[src/rtl/reset_sequencer.sv]
// Synchronizes async_in_rst, then releases NUM_STAGES active-low domain resets in order,
// spaced GAP_CYCLES apart; a soft request re-runs the sequence. Option: RST_SEQ_REVERSE_ASSERT_EN.
module reset_sequencer #(
  parameter int NUM_STAGES  = 3,
  parameter int GAP_CYCLES  = 4,
  parameter int SYNC_STAGES = 2,
  parameter int SOFT_HOLD   = 8
) (
  input  logic                  clk,
  input  logic                  async_in_rst,
  input  logic                  soft_rst_req,
  output logic [NUM_STAGES-1:0] rst_n_out,
  output logic                  seq_done,
  output logic                  soft_rst_ack
);

  localparam int MAX_CNT = (GAP_CYCLES > SOFT_HOLD) ? GAP_CYCLES : SOFT_HOLD;
  localparam int CW      = $clog2(MAX_CNT + 1);
  localparam int IW      = $clog2(NUM_STAGES + 1);
  localparam int SW      = SYNC_STAGES - 1;

  localparam logic [CW-1:0]         GAP_LAST  = CW'(GAP_CYCLES - 1);
  localparam logic [CW-1:0]         HOLD_LAST = CW'(SOFT_HOLD - 1);
  localparam logic [IW-1:0]         LAST_IDX  = IW'(NUM_STAGES - 1);
  localparam logic [NUM_STAGES-1:0] LSB       = NUM_STAGES'(1);

  typedef enum logic [1:0] {
    HOLD    = 2'd0,
    RELEASE = 2'd1,
    RUN     = 2'd2,
    SOFT    = 2'd3
  } state_t;

  // The FSM registers form the last synchronizer flop: they only advance once
  // the chain output is high, which puts T0 on edge SYNC_STAGES after deassert.
  logic [SW-1:0] sync_q;
  logic [SW-1:0] sync_d;
  logic          rst_sync;

  assign sync_d   = (sync_q << 1) | SW'(1);
  assign rst_sync = sync_q[SW-1];

  always_ff @(posedge clk or negedge async_in_rst) begin
    if (!async_in_rst) begin
      sync_q <= '0;
    end else begin
      sync_q <= sync_d;
    end
  end

  state_t                  state_q;
  logic [CW-1:0]           cnt_q;
  logic [IW-1:0]           idx_q;
  logic [NUM_STAGES-1:0]   rst_n_q;
  logic                    seq_done_q;
  logic                    ack_q;

  always_ff @(posedge clk or negedge async_in_rst) begin
    if (!async_in_rst) begin
      state_q    <= HOLD;
      cnt_q      <= '0;
      idx_q      <= '0;
      rst_n_q    <= '0;
      seq_done_q <= 1'b0;
      ack_q      <= 1'b0;
    end else if (!rst_sync) begin
      state_q    <= HOLD;
      cnt_q      <= '0;
      idx_q      <= '0;
      rst_n_q    <= '0;
      seq_done_q <= 1'b0;
      ack_q      <= 1'b0;
    end else begin
      ack_q <= 1'b0;
      unique case (state_q)
        HOLD: begin
          if (cnt_q == GAP_LAST) begin
            cnt_q   <= '0;
            rst_n_q <= rst_n_q | LSB;
            if (NUM_STAGES == 1) begin
              state_q <= RUN;
              idx_q   <= '0;
            end else begin
              state_q <= RELEASE;
              idx_q   <= IW'(1);
            end
          end else begin
            cnt_q <= cnt_q + CW'(1);
          end
        end

        RELEASE: begin
          if (cnt_q == GAP_LAST) begin
            cnt_q   <= '0;
            // Shifting in a one releases exactly the next bit, so order is structural.
            rst_n_q <= (rst_n_q << 1) | LSB;
            if (idx_q == LAST_IDX) begin
              state_q <= RUN;
              idx_q   <= '0;
            end else begin
              idx_q <= idx_q + IW'(1);
            end
          end else begin
            cnt_q <= cnt_q + CW'(1);
          end
        end

        RUN: begin
          if (soft_rst_req) begin
            ack_q      <= 1'b1;
            seq_done_q <= 1'b0;
            cnt_q      <= '0;
            state_q    <= SOFT;
`ifdef RST_SEQ_REVERSE_ASSERT_EN
            rst_n_q    <= rst_n_q >> 1;
            idx_q      <= LAST_IDX;
`else
            rst_n_q    <= '0;
            idx_q      <= '0;
`endif
          end else begin
            seq_done_q <= 1'b1;
          end
        end

        SOFT: begin
`ifdef RST_SEQ_REVERSE_ASSERT_EN
          // idx_q counts the bits still released; the hold only starts once bit 0 is low.
          if (idx_q != '0) begin
            if (cnt_q == GAP_LAST) begin
              cnt_q   <= '0;
              rst_n_q <= rst_n_q >> 1;
              idx_q   <= idx_q - IW'(1);
            end else begin
              cnt_q <= cnt_q + CW'(1);
            end
          end else
`endif
          if (cnt_q == HOLD_LAST) begin
            cnt_q   <= '0;
            idx_q   <= '0;
            state_q <= HOLD;
          end else begin
            cnt_q <= cnt_q + CW'(1);
          end
        end

        default: begin
          state_q <= HOLD;
          cnt_q   <= '0;
          idx_q   <= '0;
          rst_n_q <= '0;
        end
      endcase
    end
  end

  assign rst_n_out    = rst_n_q;
  assign seq_done     = seq_done_q;
  assign soft_rst_ack = ack_q;

endmodule

[config.mk]
export PLATFORM = sky130hd
export DESIGN_NAME = reset_sequencer
export DESIGN_NICKNAME = d
export VERILOG_FILES = /design/src/rtl/reset_sequencer.sv
export SDC_FILE = /design/constraint.sdc
export NUM_CORES = 1
export LEC_CHECK = 0
export CAP_MARGIN = 10
export CORE_UTILIZATION = 49
export CTS_CLUSTER_DIAMETER = 60
export DETAILED_ROUTE_END_ITERATION = 10
export GPL_TIMING_DRIVEN = 0
export PLACE_DENSITY = 0.73
export SLEW_MARGIN = 25
export SYNTH_ARGS = -nofsm -noshare
export SYNTH_HDL_FRONTEND = slang
export SYNTH_SLANG_ARGS = --single-unit
export TNS_END_PERCENT = 50
[constraint.sdc]
create_clock -name clk -period 1.8 [get_ports clk]
set_clock_uncertainty 0.1 [all_clocks]
set_input_delay 0.27 -clock clk [delete_from_list [all_inputs] [get_ports clk]]
set_output_delay 0.27 -clock clk [all_outputs]
set_load 0.01 [all_outputs]
==> results.json, run 1 <==
{
  "worstSetupStartpointType": "register",
  "grt_pass1_vias": 614,
  "yosys.area_share.simple_pct": 24.8,
  "regArea_um2": 350,
  "cts_buffers": 3,
  "totalWireLength_mm": 1.68,
  "slowest_stage": "dfrtp_1",
  "syn_area_um2": 857,
  "synthesis.instances": 92,
  "core_area_um2": 1580,
  "vias": 668,
  "critPathArrivalTime_ps": 1810,
  "antenna_found_initial": 0,
  "multiInputGateArea_um2": 503,
  "max_slew_margin_pct": 56.9,
  "clkTransAtPathRegs_ps": 90,
  "synth_top_family_by_area": "simple AND/OR/NAND/NOR gates",
  "drive_above_1_share_pct": 21.2,
  "wl_per_cell_um": 14.0,
  "min_period_ps": 1740,
  "die_x_um": 43.8,
  "synth_nets": 100,
  "finalCritPeriodShare_pct": 96.5,
  "ir_drop_uv": 694,
  "route.detailed.drc": 0,
  "port_buffers": 7,
  "area_growth_pct": 22.8,
  "syn_avg_cell_area_um2": 9.32,
  "cap_violations": 0,
  "crit_path_max_fanout": 6,
  "synth-compound-area-share_pct": 13.6,
  "p_per_area_nw_per_um2": 1210,
  "clockBufferDepth": 2,
  "crit_family": "flip-flops",
  "slowest_delay_ps": 400,
  "setup_viol": 0,
  "hold_path.class": "in2async",
  "worst_slew_pin_slew_ps": 644,
  "fillers": 126,
  "grt_pass1_wl_mm": 2.59,
  "leakage_nw": 0.459,
  "report.final.slew_viol_count": 0,
  "grt_overflow_total": 0,
  "place_hpwl_mm": 1.13,
  "n_antenna_cell": 0,
  "rows": 14,
  "ys_ff_latch": 14,
  "yosysWarnings": 0,
  "fp.dieH_um": 43.8,
  "synth_xor_area_share_pct": 1.02,
  "cts_root_buffer": "clkbuf_4",
  "grt_max_degree": 15,
  "first_pass_iters": 4,
  "path_cells": "inv_1 -> ha_1 -> o21ai_2 -> o22ai_4 -> nor2_4 -> mux2_4",
  "cts_tree": "done",
  "start_util_pct": 54.4,
  "fmax_mhz": 576,
  "track_usage_pct": 18.7,
  "final_core_util_pct": 66.7,
  "rr_worst_depth": 6,
  "nets": 113,
  "critical_path_cell_count": 6,
  "dieArea_um2": 1920,
  "hold_violations": 0,
  "end_kind": "register",
  "drtAntennaViolNets": 0,
  "drt-initial-drc-count": 15,
  "synthAdderAreaFrac_pct": 7.30,
  "htreeDepth": 1,
  "ys_types": 30,
  "ys_seq_area_share_pct": 40.9,
  "gp_congestion": 0.768,
  "viasPerCell": 5.57,
  "outcome": "completed",
  "cts_num_sinks": 14,
  "pin_count": 8,
  "critPathBufInv": 1,
  "synth.area.mux_share_pct": 6.42,
  "postCtsHoldBufs": 0,
  "cp.required_ps": 1870,
  "insertion_delay_ps": 280,
  "worstSetupPathType": "reg2reg",
  "hold_slack_ps": 283
}
## final cells by class
cell class	count	area share (%)
buffer	2	1.43
clock buffer	4	3.45
inverter	6	2.14
multi-input combinational	68	47.8
sequential	14	33.3
tap	16	1.90
timing repair buffer	10	9.99
## power breakdown
| part | total [mW] | switching [mW] | internal, mW |
|---|---|---|---|
| Combinational | 0.600 | 0.308 | 0.292 |
| Sequential | 0.449 | 0.0673 | 0.382 |
| Clock | 0.226 | 0.103 | 0.123 |
| Total | 1.27 | 0.478 | 0.797 |
## metal layers
metal  GRT usage (%)  part of all wire (%)
met5               0                     0
met4            7.50                   1.1
met3            3.75                   2.7
met2            30.7                    47
met1            24.0                    49
## sequential cells by signal (all words and copies together) (netlist names)
name / flops
rst_sync: 1
soft_rst_ack: 1
state_q: 2
cnt_q: 4
rst_n_out: 3
seq_done: 1
idx_q: 2
## worst register-to-register path, cell delays in order, from the launching register on
cell and delay (ps):
dfrtp_1 400, inv_1 90, ha_1 270, o21ai_2 220
o22ai_4 110, nor2_4 150, mux2_4 300
## path summary, 6_finish.rpt
kind / end / start / slack [ps]
max reg2reg: idx_q[1]$_DFFE_PN0P_ / state_q[1]$_DFFE_PN0P_ / 60
min: idx_q[1]$_DFFE_PN0P_ / async_in_rst / 280
max: idx_q[1]$_DFFE_PN0P_ / state_q[1]$_DFFE_PN0P_ / 60
max in group asynchronous: seq_done$_DFFE_PN0P_ / async_in_rst / 900
min reg2reg: rst_n_out[2]$_DFFE_PN0P_ / rst_n_out[2]$_DFFE_PN0P_ / 440
min in group clk: rst_n_out[2]$_DFFE_PN0P_ / rst_n_out[2]$_DFFE_PN0P_ / 440
## metrics by stage
step | setup TNS, ps | worst slack [ps] | instance area [µm²] | std cells | total power, mW
CTS | 0 | 16.7 | 998 | 119 | 1.20
global route | -76.8 | -30.6 | 1050 | 120 | 1.37
detailed placement | -194 | -81.7 | 947 | 115 | 0.942
floorplan | 0 | 71.6 | 857 | 92 | 0.815
global placement | -202 | -79.9 | 947 | 115 | 0.922
finish | 0 | 62.9 | 1050 | 120 | 1.27
## cell usage in the layout (no fill, tap or decap), types with 2 or more instances in the layout
cell             instances
a21boi_0                 2
a21oi_1                  3
buf_4                    2
clkbuf_4                 3
clkdlybuf4s50_1          7
dfrtp_1                 14
ha_2                     3
inv_1                    5
mux2i_1                  4
nand2_1                 16
nand2b_1                 2
nand3_1                  3
nor2_1                   5
nor2b_1                  4
nor3_1                   2
o21ai_0                  5
o221ai_1                 2
## logic make-up after synthesis
kind of cell,count (synthesis)
AND/OR/NAND/NOR,39
AO/OA/AOI/OAI,17
flip-flops,14
buffers and inverters,10
adder cells (fa/ha/maj),5
multiplexers,5
other,1
XOR/XNOR,1
## Yosys cell counts
master,number,share of area (%)
and4bb_2,1,1.5
nor3b_4,1,2.2
ha_1,5,7.3
dfrtp_1,14,41
nor2_2,1,0.73
conb_1,1,0.44
and3b_1,2,2.0
nand2b_1,2,1.5
a21boi_0,2,1.8
nand2_1,16,7.0
nor2b_1,4,2.9
nor3_2,1,1.2
xor2_1,1,1.0
nor2_1,5,2.2
o221a_2,1,1.3
buf_6,1,1.3
clkbuf_1,1,0.44
and3_1,1,0.73
inv_1,6,2.6
nand3_1,3,1.8
nor3_1,2,1.2
a22oi_1,1,0.88
o22ai_2,1,1.5
mux2_4,1,1.8
a21boi_1,1,0.88
a21oi_1,3,1.8
buf_2,2,1.2
o221ai_1,2,2.0
mux2i_1,4,4.7
o21ai_0,6,3.5
## repair_timing
item | 4_1_cts | 5_1_grt
setup endpoints to repair | 3 | 3
gates resized for setup | 3 | 9
hold endpoints to repair | 0 | 0
setup buffers | 1 | 2
pin swaps | 0 | 3
Power figures use the tool's default switching activity.
==> run 2, diff against run 1 <==
--- a/config.mk
+++ b/config.mk
@@ -10,7 +10,7 @@
 export CTS_CLUSTER_DIAMETER = 60
 export DETAILED_ROUTE_END_ITERATION = 10
 export GPL_TIMING_DRIVEN = 0
-export PLACE_DENSITY = 0.73
+export PLACE_DENSITY_LB_ADDON = 0.2
 export SLEW_MARGIN = 25
 export SYNTH_ARGS = -nofsm -noshare
 export SYNTH_HDL_FRONTEND = slang
==> run 2 against run 1 <==
Effect of this change: final cell count rose by 0.83%; clock-buffer cell count unchanged; highest routed layer unchanged; combinational power is 0.7% lower; sequential power fell by 2%; worst setup slack gained 11 ps; critical path type unchanged; via count grew 1.9%.
==> results.json, run 2 (synthesis results as in run 1) <==
{
  "antenna_found_initial": 0,
  "rr_worst_depth": 6,
  "area_growth_pct": 20.3,
  "totalWireLength_mm": 1.70,
  "wl_per_cell_um": 14.1,
  "reg2reg_from": "state_q[0]$_DFFE_PN0P_",
  "fmax_mhz": 579,
  "p_clk_share_pct": 17.9,
  "fp.dieH_um": 43.8,
  "port_buffers": 7,
  "regMostFlops": "cnt_q",
  "cp.required_ps": 1870,
  "report.final.slew_viol_count": 0,
  "p_switching_mw": 0.469,
  "clkTransAtPathRegs_ps": 90,
  "r2r_slack_ps": 70,
  "nets": 114,
  "fillers": 127,
  "setup_viol": 0,
  "pin_count": 8,
  "start_util_pct": 54.4,
  "worst_slew_pin_slew_ps": 660,
  "worstSetupStartpointType": "register",
  "clockBufferDepth": 2,
  "drt-initial-drc-count": 9,
  "power_frac_seq_pct": 34.8,
  "track_usage_pct": 20.0,
  "grt_overflow_total": 0,
  "drive_above_1_share_pct": 20.0,
  "finalInstanceArea_um2": 1030,
  "insertion_delay_ps": 280,
  "place_hpwl_mm": 1.15,
  "outcome": "completed",
  "grt_pass1_wl_mm": 2.86,
  "intPower_mw": 0.789,
  "max_slew_margin_pct": 55.9,
  "finalCritPeriodShare_pct": 95.9,
  "p_per_area_nw_per_um2": 1220,
  "placed_area_um2": 947,
  "end_kind": "register",
  "grt_max_degree": 15,
  "hold_violations": 0,
  "final_cell_mix": "nand2_1, dfrtp_1, clkdlybuf4s50_1, inv_1",
  "n_antenna_cell": 0,
  "leakage_nw": 0.461,
  "cts_root_buffer": "clkbuf_4",
  "viasPerCell": 5.63,
  "crit_path_max_fanout": 5,
  "route.detailed.drc": 0,
  "grt_pass1_vias": 662,
  "combPwrFrac_pct": 47.4,
  "wl_met3_um": 59,
  "core_area_um2": 1580,
  "mostFrequentLayoutCell": "nand2_1",
  "worstSetupPathType": "reg2reg",
  "htreeDepth": 1,
  "first_pass_iters": 4,
  "cap_violations": 0,
  "rows": 14,
  "multiInputGateArea_um2": 487,
  "cts_buffers": 3,
  "m1WireLength_um": 814,
  "min_period_ps": 1730,
  "dieArea_um2": 1920,
  "rr_endpoint": "idx_q[1]$_DFFE_PN0P_",
  "met2_length_um": 819,
  "regArea_um2": 350,
  "cts_tree": "done",
  "drtAntennaViolNets": 0,
  "critPathArrivalTime_ps": 1800,
  "swShare_pct": 37.3,
  "die_x_um": 43.8,
  "largest_reg_flops": 4,
  "ir_drop_uv": 658,
  "hold_path.class": "in2async",
  "gp_congestion": 0.756,
  "highest_layer": "met4",
  "final_core_util_pct": 65.4,
  "vias": 681,
  "cts_num_sinks": 14
}
-- run 2: cell types whose count changed in the layout (fill, tap and decap cells not counted), sizes merged --
cell and delta:
buf +1
-- run 2: how the worst max path moves through the flow --
stage | from | slack [ps] | endpoint
after global placement | soft_rst_req | -80 | idx_q[1]$_DFFE_PN0P_
after floorplan | state_q[0]$_DFFE_PN0P_ | 70 | idx_q[1]$_DFFE_PN0P_
after detailed placement | soft_rst_req | -90 | idx_q[1]$_DFFE_PN0P_
final | state_q[0]$_DFFE_PN0P_ | 70 | idx_q[1]$_DFFE_PN0P_
after CTS | state_q[0]$_DFFE_PN0P_ | 1 | idx_q[1]$_DFFE_PN0P_
after global routing | state_q[0]$_DFFE_PN0P_ | -4 | idx_q[1]$_DFFE_PN0P_
-- run 2: power by group through the flow --
stage	sequential [mW]	combinational [mW]	clock, mW
floorplan	0.439	0.376	0
global placement	0.441	0.480	0
detailed placement	0.445	0.493	0
CTS	0.435	0.533	0.234
global route	0.449	0.666	0.245
finish	0.438	0.596	0.225
-- run 2: layout make-up --
| class | count | area share [%] |
|---|---|---|
| Buffer | 3 | 2.18 |
| Clock buffer | 4 | 3.52 |
| Inverter | 6 | 2.18 |
| Multi-Input combinational cell | 68 | 47.2 |
| Sequential cell | 14 | 34.0 |
| Tap cell | 16 | 1.94 |
| Timing Repair Buffer | 10 | 8.98 |
-- run 2: per-layer routing --
metal / vias up / track usage, %
met4: 0 / 5.63
met2: 18 / 32.8
met3: 2 / 3.75
met5: - / 0
li1: 338 / -
met1: 323 / 26.9
-- run 2: repair_timing --
| item | CTS | global route |
|---|---|---|
| setup endpoints to repair | 3 | 7 |
| cloned | 0 | 0 |
| pin swaps | 0 | 2 |
| hold buffers | 0 | 0 |
| gates resized for setup | 3 | 7 |
| buffers inserted | 1 | 2 |
-- run 2: critical path, cell delays in order, from the launching register on --
cell	delay [ps]
dfrtp_1	370
buf_4	130
ha_1	250
nand2_1	100
o22ai_2	300
nor2_4	80
mux2_4	290
-- run 2: through the flow --
step | worst slack, ps | setup TNS, ps | instances | power (mW) | hold WS (ps)
2_1_floorplan | 71.6 | 0 | 92 | 0.815 | -126
3_3_place_gp | -82.2 | -197 | 115 | 0.921 | 419
6_report | 73.4 | 0 | 121 | 1.26 | 289
3_5_place_dp | -92.6 | -205 | 115 | 0.937 | 422
4_1_cts | 1.22 | 0 | 120 | 1.20 | 313
5_1_grt | -3.85 | -3.85 | 121 | 1.36 | 348
==> run 3, diff against run 2 <==
--- a/config.mk
+++ b/config.mk
@@ -6,7 +6,8 @@
 export NUM_CORES = 1
 export LEC_CHECK = 0
 export CAP_MARGIN = 10
-export CORE_UTILIZATION = 49
+export CORE_UTILIZATION = 52
+export CTS_BUF_LIST = sky130_fd_sc_hd__clkbuf_4
 export CTS_CLUSTER_DIAMETER = 60
 export DETAILED_ROUTE_END_ITERATION = 10
 export GPL_TIMING_DRIVEN = 0
==> run 3 against run 2 <==
Effect of this change: wire length fell by 4.7%; power fell by 4.6%; sequential power fell by 0.9%; first-iteration DRC count rose to 2.8 times the previous value; final cell count fell by 0.83%; die area fell by 5.5%.
==> results.json, run 3 (synthesis results as in run 1) <==
{
  "port_buffers": 7,
  "finalInstanceArea_um2": 1010,
  "antenna_found_initial": 0,
  "n_antenna_cell": 0,
  "p_per_area_nw_per_um2": 1180,
  "cts_root_buffer": "clkbuf_4",
  "crit_path_max_fanout": 10,
  "hold_path.class": "in2async",
  "die_x_um": 42.6,
  "total_power_mw": 1.20,
  "grt_pass1_wl_mm": 2.69,
  "rsz0062_at_grt": "yes",
  "regArea_um2": 350,
  "outcome": "completed",
  "fmax_mhz": 572,
  "dieArea_um2": 1810,
  "core_area_um2": 1520,
  "critPathBufInv": 2,
  "worstSetupStartpointType": "register",
  "drt-initial-drc-count": 25,
  "cts_num_sinks": 14,
  "mostFrequentLayoutCell": "nand2_1",
  "final_cell_mix": "nand2_1, dfrtp_1, clkdlybuf4s50_1, inv_1",
  "viasPerCell": 5.51,
  "finalCritPeriodShare_pct": 97.1,
  "first_pass_iters": 4,
  "hold_violations": 0,
  "slowest_delay_ps": 350,
  "vias": 661,
  "route.detailed.drc": 0,
  "nets": 113,
  "postCtsHoldBufs": 0,
  "ir_drop_uv": 575,
  "place_hpwl_mm": 1.10,
  "fillers": 133,
  "multiInputGateArea_um2": 488,
  "totalWireLength_mm": 1.62,
  "worst_slew_pin_slew_ps": 630,
  "path_cells": "inv_1 -> ha_1 -> clkbuf_4 -> and3b_2 -> nor2_4 -> mux2_4",
  "pin_count": 8,
  "grt_pass1_vias": 596,
  "setup_viol": 0,
  "clkTransAtPathRegs_ps": 90,
  "regMostFlops": "cnt_q",
  "slowest_stage": "dfrtp_1",
  "final_core_util_pct": 66.6,
  "placed_area_um2": 947,
  "cp.required_ps": 1880,
  "fp.dieH_um": 42.6,
  "wl_per_cell_um": 13.5,
  "worstSetupPathType": "reg2reg",
  "htreeDepth": 1,
  "drive_above_1_share_pct": 17.3,
  "drtAntennaViolNets": 0,
  "cap_violations": 0,
  "area_growth_pct": 18.4,
  "start_util_pct": 56.2,
  "insertion_delay_ps": 280,
  "critPathArrivalTime_ps": 1820,
  "largest_reg_flops": 4,
  "leakage_nw": 0.453,
  "report.final.slew_viol_count": 0,
  "crit_family": "simple AND/OR/NAND/NOR gates",
  "min_period_ps": 1750,
  "cts_tree": "done",
  "max_slew_margin_pct": 57.9,
  "grt_max_degree": 15,
  "rows": 14,
  "clockBufferDepth": 2,
  "cts_buffers": 3,
  "track_usage_pct": 20.1,
  "end_kind": "register",
  "gp_congestion": 0.757,
  "grt_overflow_total": 0
}
==> run 3: changes by cell type in the layout (fill, tap and decap cells not counted), sizes merged <==
| cell | delta |
|---|---|
| buf | -2 |
| clkinv | +1 |
==> run 3: final timing paths <==
| path | start | endpoint | slack [ps] | depth (start not counted) |
|---|---|---|---|---|
| worst min-delay path | async_in_rst | state_q[0]$_DFFE_PN0P_ | 270 | 1 |
| min in group clk | rst_n_out[2]$_DFFE_PN0P_ | rst_n_out[2]$_DFFE_PN0P_ | 440 | 2 |
| worst max-delay path | state_q[0]$_DFFE_PN0P_ | idx_q[1]$_DFFE_PN0P_ | 50 | 6 |
| worst max register to register | state_q[0]$_DFFE_PN0P_ | idx_q[1]$_DFFE_PN0P_ | 50 | 6 |
| max in group asynchronous | async_in_rst | cnt_q[0]$_DFFE_PN0P_ | 930 | 1 |
| worst min register to register | rst_n_out[2]$_DFFE_PN0P_ | rst_n_out[2]$_DFFE_PN0P_ | 440 | 2 |
==> run 3: repair_timing <==
action	4_1_cts	5_1_grt
gates cloned	0	0
setup buffers	1	1
pin swaps	0	1
setup endpoints to repair	3	5
gates resized for setup	3	6
==> run 3: layer usage <==
layer / wire, µm / vias up / share of wire (%) / global-route usage, %
li1: - / 336 / - / -
met1: 809 / 312 / 50 / 27.4
met2: 742 / 11 / 46 / 30.8
met3: 59 / 2 / 3.6 / 6.47
met4: 11 / 0 / 0.68 / 5.63
met5: 0 / - / 0 / 0
==> run 3: through the flow <==
| stage | instances | setup TNS, ps | hold slack, ps | setup WS [ps] |
|---|---|---|---|---|
| 2_1_floorplan | 92 | 0 | -126 | 71.6 |
| 3_3_place_gp | 115 | -189 | 419 | -78.3 |
| 3_5_place_dp | 115 | -231 | 415 | -98.2 |
| 4_1_cts | 120 | 0 | 288 | 4.57 |
| 5_1_grt | 120 | -27.2 | 322 | -15.7 |
| 6_report | 120 | 0 | 269 | 52.3 |
==> run 3: where the power goes <==
part	switching (mW)	internal, mW
sequential	0.0518	0.382
combinational	0.307	0.272
clock	0.107	0.0806
total	0.466	0.734
==> run 3: area by class of cell <==
class	instances	area share, %
Timing Repair Buffer	9	8.38
Clock buffer	3	2.22
Tap cell	16	1.97
Sequential cell	14	34.5
Clock inverter	1	0.370
Buffer	3	2.22
Multi-Input combinational cell	68	48.1
Inverter	6	2.22
